## config.mk

```make
export PLATFORM = sky130hd
export DESIGN_NAME = fdc_sector_buf
export DESIGN_NICKNAME = d
export VERILOG_FILES = /design/src/rtl/fdc_sector_buf.sv
export SDC_FILE = /design/constraint.sdc
export NUM_CORES = 2
export LEC_CHECK = 0
export ABC_AREA = 1
export CAP_MARGIN = 20
export CORE_AREA = 2 2 488 393
export DETAILED_ROUTE_END_ITERATION = 6
export DIE_AREA = 0 0 490 395
export HOLD_SLACK_MARGIN = 0.02
export PLACE_DENSITY = 0.72
export SYNTH_ARGS = -nofsm -noshare
export SYNTH_HDL_FRONTEND = slang
export SYNTH_SLANG_ARGS = --single-unit
```

## constraint.sdc

```tcl
create_clock -name clk -period 8.2 [get_ports clk]
set_input_delay 2.05 -clock clk [delete_from_list [all_inputs] [get_ports clk]]
set_output_delay 2.05 -clock clk [all_outputs]
set_load 0.005 [all_outputs]
```

## src/rtl/fdc_sector_buf.sv

```systemverilog
// Sector buffer between the ESP fill path and TRS data-register reads, with FDC status.
// Latency: rd_data loads 1 cycle after rd_strobe; status/count/esp_req are registered next-state values.
// Backpressure: none; excess writes set OVERRUN, reads with no data set LOST.
module fdc_sector_buf #(
    parameter int REQ_PULSE = 50,
    parameter int DEPTH     = 256
) (
    input  logic       clk,
    input  logic       rst,
    input  logic       cmd_read,
    input  logic       cmd_abort,
    input  logic       wr_start,
    input  logic       wr_valid,
    input  logic [7:0] wr_data,
    input  logic       wr_commit,
    input  logic       rd_strobe,
    output logic [7:0] rd_data,
    output logic [7:0] status,
    output logic       esp_req,
    output logic [8:0] count
);

    typedef enum logic [1:0] {S_IDLE, S_REQ, S_FILL, S_READY} state_t;

    localparam logic [8:0]  FULL       = 9'(DEPTH);
    localparam logic [15:0] PULSE_LAST = 16'(REQ_PULSE - 1);

    state_t      state_q, state_nx;
    logic [7:0]  wr_ptr_q, wr_ptr_nx, rd_ptr_q, rd_ptr_nx;
    logic [8:0]  count_q, count_nx;
    logic        lost_q, lost_nx, ovr_q, ovr_nx, rnf_q, rnf_nx;
    logic [15:0] pulse_q, pulse_nx;
    logic        esp_req_nx;
    logic [7:0]  status_nx;
    logic        mem_we, rd_load;
    logic [7:0]  mem [DEPTH];

    assign count = count_q;

    always_ff @(posedge clk) begin
        if (rst) begin
            state_q  <= S_IDLE;
            wr_ptr_q <= '0;
            rd_ptr_q <= '0;
            count_q  <= '0;
            lost_q   <= 1'b0;
            ovr_q    <= 1'b0;
            rnf_q    <= 1'b0;
            pulse_q  <= '0;
            esp_req  <= 1'b0;
            status   <= '0;
            rd_data  <= '0;
        end else begin
            state_q  <= state_nx;
            wr_ptr_q <= wr_ptr_nx;
            rd_ptr_q <= rd_ptr_nx;
            count_q  <= count_nx;
            lost_q   <= lost_nx;
            ovr_q    <= ovr_nx;
            rnf_q    <= rnf_nx;
            pulse_q  <= pulse_nx;
            esp_req  <= esp_req_nx;
            status   <= status_nx;
            if (rd_load) rd_data <= mem[rd_ptr_q];
        end
    end

    // Buffer contents survive reset; only the pointers are cleared.
    always_ff @(posedge clk) begin
        if (!rst && mem_we) mem[wr_ptr_q] <= wr_data;
    end

    always_comb begin
        state_nx  = state_q;
        wr_ptr_nx = wr_ptr_q;
        rd_ptr_nx = rd_ptr_q;
        count_nx  = count_q;
        lost_nx   = lost_q;
        ovr_nx    = ovr_q;
        rnf_nx    = rnf_q;
        mem_we    = 1'b0;
        rd_load   = 1'b0;
        if (cmd_abort) begin
            state_nx  = S_IDLE;
            wr_ptr_nx = '0;
            rd_ptr_nx = '0;
            count_nx  = '0;
        end else begin
            case (state_q)
                S_IDLE: if (cmd_read) begin
                    state_nx  = S_REQ;
                    lost_nx   = 1'b0;
                    ovr_nx    = 1'b0;
                    rnf_nx    = 1'b0;
                    wr_ptr_nx = '0;
                    rd_ptr_nx = '0;
                    count_nx  = '0;
                end
                S_REQ: if (wr_start) state_nx = S_FILL;
                S_FILL: begin
                    if (wr_valid) begin
                        if (count_q != FULL) begin
                            mem_we    = 1'b1;
                            wr_ptr_nx = wr_ptr_q + 8'd1;
                            count_nx  = count_q + 9'd1;
                        end else begin
                            ovr_nx = 1'b1;
                        end
                    end
                    // Commit sees the count including a byte stored on the same cycle.
                    if (wr_commit) begin
                        if (count_nx != 9'd0) begin
                            state_nx = S_READY;
                        end else begin
                            state_nx = S_IDLE;
                            rnf_nx   = 1'b1;
                        end
                    end
                end
                default: ;
            endcase
            if (rd_strobe) begin
                if (state_q == S_READY && count_q != 9'd0) begin
                    rd_load   = 1'b1;
                    rd_ptr_nx = rd_ptr_q + 8'd1;
                    count_nx  = count_q - 9'd1;
                    if (count_q == 9'd1) state_nx = S_IDLE;
                end else begin
                    lost_nx = 1'b1;
                end
            end
        end
    end

    always_comb begin
        esp_req_nx = 1'b0;
        pulse_nx   = pulse_q;
        if (state_nx == S_REQ) begin
            if (state_q != S_REQ) begin
                esp_req_nx = 1'b1;
                pulse_nx   = PULSE_LAST;
            end else if (esp_req && pulse_q != 16'd0) begin
                esp_req_nx = 1'b1;
                pulse_nx   = pulse_q - 16'd1;
            end
        end
        status_nx = {3'b000, rnf_nx, ovr_nx, lost_nx,
                     (state_nx == S_READY) && (count_nx != 9'd0),
                     state_nx != S_IDLE};
    end

endmodule

```

=== Yosys cells after proc, flatten, opt, wreduce, memory -nomap -nowiden ===
Memories as Yosys holds them, arrays and structs flattened. A register that Yosys moved wholly into a read port is not among the register bits.
Cells that the tools add are included.

* Bits in registers: 55
* RAM bits: 2048
* Bits of input ports: 16
* Output and inout bits: 26
* Word-level logic and storage cells: 100
* Memories: 1

{| class="wikitable"
|+ Memories
! name !! depth !! bits a word !! read ports !! clocked after memory_dff !! wr ports !! line !! RTL
|-
| mem || 256 || 8 || 1 || 1 || 1 || 36 || <nowiki>logic [7:0] mem [DEPTH];</nowiki>
|}

* Add/subtract/negate cells: 5
* Equality and inequality tests: 11
* Muxes and demuxes: 54
* Bitwise operators: 1
* Reductions and logical operators: 17

{| class="wikitable"
|+ Operators by type and width
! kind !! number
|-
| 9-bit two-way mux || 8
|-
| 8-bit two-way mux || 7
|-
| 16-bit two-way mux || 2
|-
| 9-bit nonzero test || 3
|-
| 1-bit two-way mux || 24
|-
| 9-bit case mux with 2 select lines || 1
|-
| 8-bit by 1-bit adder with 8-bit output, second input constant || 2
|-
| 2-bit two-way mux || 8
|-
| 8-bit case mux with 2 select lines || 1
|-
| 16-bit nonzero test || 1
|-
| 16-bit by 1-bit subtractor with 16-bit output, second input constant || 1
|-
| 9-bit by 1-bit adder with 9-bit output, second input constant || 1
|-
| 9-bit by 1-bit == test with 1-bit output, second input constant || 1
|-
| 9-bit != test, second input constant || 1
|-
| 9-bit by 1-bit subtractor with 9-bit output, second input constant || 1
|-
| 2-bit == test, second input constant || 3
|-
| 2-bit != test, second input constant || 3
|-
| 2-bit case mux with 3 select lines || 1
|-
| 2-bit nonzero test || 3
|-
| 2-bit by 1-bit == test with 1-bit output, second input constant || 2
|-
| 1-bit logical AND || 4
|-
| 1-bit case mux with 2 select lines || 2
|-
| 4-bit AND reduction || 1
|-
| 2-bit OR reduction || 2
|-
| other kinds (5) || 5
|}

=== Longest topological paths before layout ===
* Word-level depth: 16
* Mapped depth: 18
* Gate-level depth less buffers: 16

=== Least setup slack after synthesis ===
No wires, ideal clock.

* Path kind: input to register
* Start: input rst
* End: memory mem[10][0] (enable)
* Library setup time: 370 ps
* Data arrival time: 3796 ps
* Data required time: 7830 ps
* Path slack: 4034 ps
* Stages: 9
* Buffers on the path: 2
* Cell sequence: clkbuf_1 nor2_1 inv_1 nor2_1 inv_1 nor3_1 nand2_1 clkbuf_1 nor2_1

* Cells in the longest elaborated chain, start to end: 4

{| class="wikitable"
|+ RTL lines
! what !! line !! RTL
|-
| start: declaration || 9 || <nowiki>input logic rst,</nowiki>
|-
| 1-bit zero test || 70 || <nowiki>if (!rst && mem_we) mem[wr_ptr_q] <= wr_data;</nowiki>
|-
| 1-bit logical AND || 70 ||
|-
| 1-bit two-way mux || 70 ||
|-
| 1-bit two-way mux (not written as such) || 70 ||
|-
| end: declaration || 36 ||
|}

Every way passes these cells.

=== Final worst setup path ===
* Start: input rst
* End: memory mem[175][6] (enable)

Same word-level chain as after synthesis.

==> impl_metrics.yaml <==
final_layout:
  fin_cells: 9212
  n_antenna_cell: 0
  final_common_cell: "edfxtp_1"
  finalNetCount: 6536
  area_delta_synth_final_pct: 10.6
  fin_util_pct: 49.4
  final_cell_mix: "2,048 x edfxtp_1, 1,497 x nor2_1, 1,057 x o21ai_0"
  drive_gt1_share_pct: 6.65
grt:
  grt_pass1_wl_mm: 346
  grt_pass1_vias: 53700
  antenna_found_initial: 6
  overflow: 0
  track_usage_pct: 23.7
  grt_max_degree: 318
floorplan:
  die_w_um: 490
  ios: 42
  row_count: 143
  die_area_um2: 194000
  start_util_pct: 44.7
  core_um2: 189000
  die-height_um: 395
clock_tree:
  h-tree-depth: 4
  cts.path.max_buffers: 3
  cts_hold_buffers: 0
  insertion_delay_ns: 0.84
  cts-root-buf: "clkbuf_16"
  clk_pin_slew_ns: 0.06
  cts_resized: 0
  clock-sinks: 2105
  cts_made_buffers: 191
  cts_tree: "yes"
  cts_setup_buffers: 0
sta:
  finalSetupTns_ns: 0
  worstMarginPinSlew_ns: 1.29
  slew_headroom_pct: 14.2
  fin_crit_sh_pct: 70.0
  fmax_mhz: 174
  skew_ns: 0.0358
  rsz0062_at_grt: "no"
  setup_violations: 0
  hold_viol_final: 0
  fin_crit_ns: 5.74
  drv_slew: 0
job:
  maxCapViolCount: 0
critical_path:
  cp-end-kind: "flip-flop"
  critical_path_required_ns: 8.66
  path_class: "input pin to flip-flop"
  worstPathMaxFanout: 28
  worst-endpoint-arrival_ns: 6.20
  cp-start-kind: "input pin"
detailed_routing:
  drtIter0Drc: 9775
  vias_per_cell: 6.13
  ant_nets: 0
  drc: 5
  vias: 56500
  wire_per_inst_um: 25.6
  routed_wl_mm: 236
  firstDrtPassIters: 7
status:
  violations: "DRC"
  status: "finished, violations left"
power:
  total_power_mw: 21.5
  static-leakage-power_nw: 29.4
  p_per_area_nw_per_um2: 231
  vdd_drop_max_uv: 198
synth:
  synth_top_cell_by_area: "edfxtp_1"
  ys_types: 49
  netlist_top_cells_area: "edfxtp_1 73%, nor2_1 6.7%, o21ai_0 6.3%, o22ai_1 2.2%, nand3_1 1.8%"
  synth_seq_cells: 2105
  synth_area_per_cell_um2: 12.6
  yosysSeqAreaShare_pct: 74.2
  netlist.area_leader.share_pct: 72.9
  syn_area_um2: 84400
  ys_warn_count: 0
  synthCells: 6693
placed_design:
  gp_congestion: 0.917
  hpwl_mm: 131
  numPortBuffers: 38
  placed_cells: 8853
worst_hold_path:
  hold_path_class: "flip-flop to flip-flop"
synthesized netlist by cell type (all sizes together):
cell type	instances
o2bb2ai	1
buf	168
clkinv	3
xnor2	8
inv	70
o311ai	1
nand4	37
o21a	7
nand3b	1
o21ai	1060
nor3b	2
nor2	1504
a21oi	111
nand2	365
or3	1
a32oi	1
or2	5
o211ai	166
ha	10
nand3	317
dfxtp	57
edfxtp	2048
nor3	20
xor2	10
a2111oi	1
a311oi	1
nor4	5
conb	1
a31oi	2
a22oi	1
o221ai	94
a211oi	3
o22ai	290
clkbuf	322
critical path: stages:
cell and delay (ns):
clkdlybuf4s50_1 0.41, buf_4 0.24, nor2_1 0.28, inv_1 0.18
nor2_1 0.28, inv_1 0.20, nor2_1 0.83, nand2_1 0.84
nor2_1 0.86
layout make-up:
class	instances	area, um^2
inverters	73	308
multi-input cells	4027	19400
flip-flops and latches	2105	62700
clock inverters	117	1480
clock buffers	241	5120
repair buffers	112	1160
fillers	15800	95400
well taps	2537	3170
layer usage:
layer	routed length [um]	share of wire [%]	track usage, %	vias up
met5	44	0.019	0	-
met1	93000	39	33.8	27500
met4	10200	4.3	9.78	6
met3	31300	13	6.27	529
li1	-	-	-	24400
met2	101000	43	34.5	4068
power by group:
group / leakage, nW / switching [mW] / internal (mW)
Sequential: 18.9 / 0.00482 / 11.8
Clock: 3.20 / 4.02 / 5.37
Combinational: 7.37 / 0.290 / 0.0458
Total: 29.4 / 4.31 / 17.2
cells by family (layout without fill, tap and decap cells):
group	Yosys count	in the layout	share of synthesized area, %
buffers and inverters	563	543	2.85
AO/OA/AOI/OAI	1739	1739	11.7
AND/OR/NAND/NOR	2257	2257	10.8
XOR/XNOR	18	18	0.187
other	1	3	0.00444
flip-flops	2105	2105	74.2
adder cells (fa/ha/maj)	10	10	0.148
per-stage QoR:
stage / setup WS, ns / cell area (um^2) / hold WS (ns)
global route: 2.42 / 93300 / 0.516
floorplan: 4.03 / 84400 / 0.444
CTS: 2.63 / 93300 / 0.472
finish: 2.46 / 93300 / 0.470
detailed placement: 1.76 / 86700 / 0.462
global placement: 1.79 / 86700 / 0.459
sequential cells by signal (all words and copies together), names as in the netlist:
register,cells
status,5
pulse_q,16
state_q,2
mem,2048
rd_ptr_q,8
esp_req,1
count,9
rd_data,8
wr_ptr_q,8
path summary, 6_finish.rpt:
path,start,end,slack [ns],cells after the start
setup / recovery,rst,mem[175][6]$_DFFE_PP_,2.46,9
hold reg to reg,status[3]$_SDFFE_PP0P_,status[3]$_SDFFE_PP0P_,0.47,2
setup reg to reg,rd_ptr_q[0]$_SDFF_PP0_,rd_data[4]$_SDFFE_PP0P_,3.55,12
hold / removal,status[3]$_SDFFE_PP0P_,status[3]$_SDFFE_PP0P_,0.47,2
No activity file was read; power rests on OpenSTA's default activity.
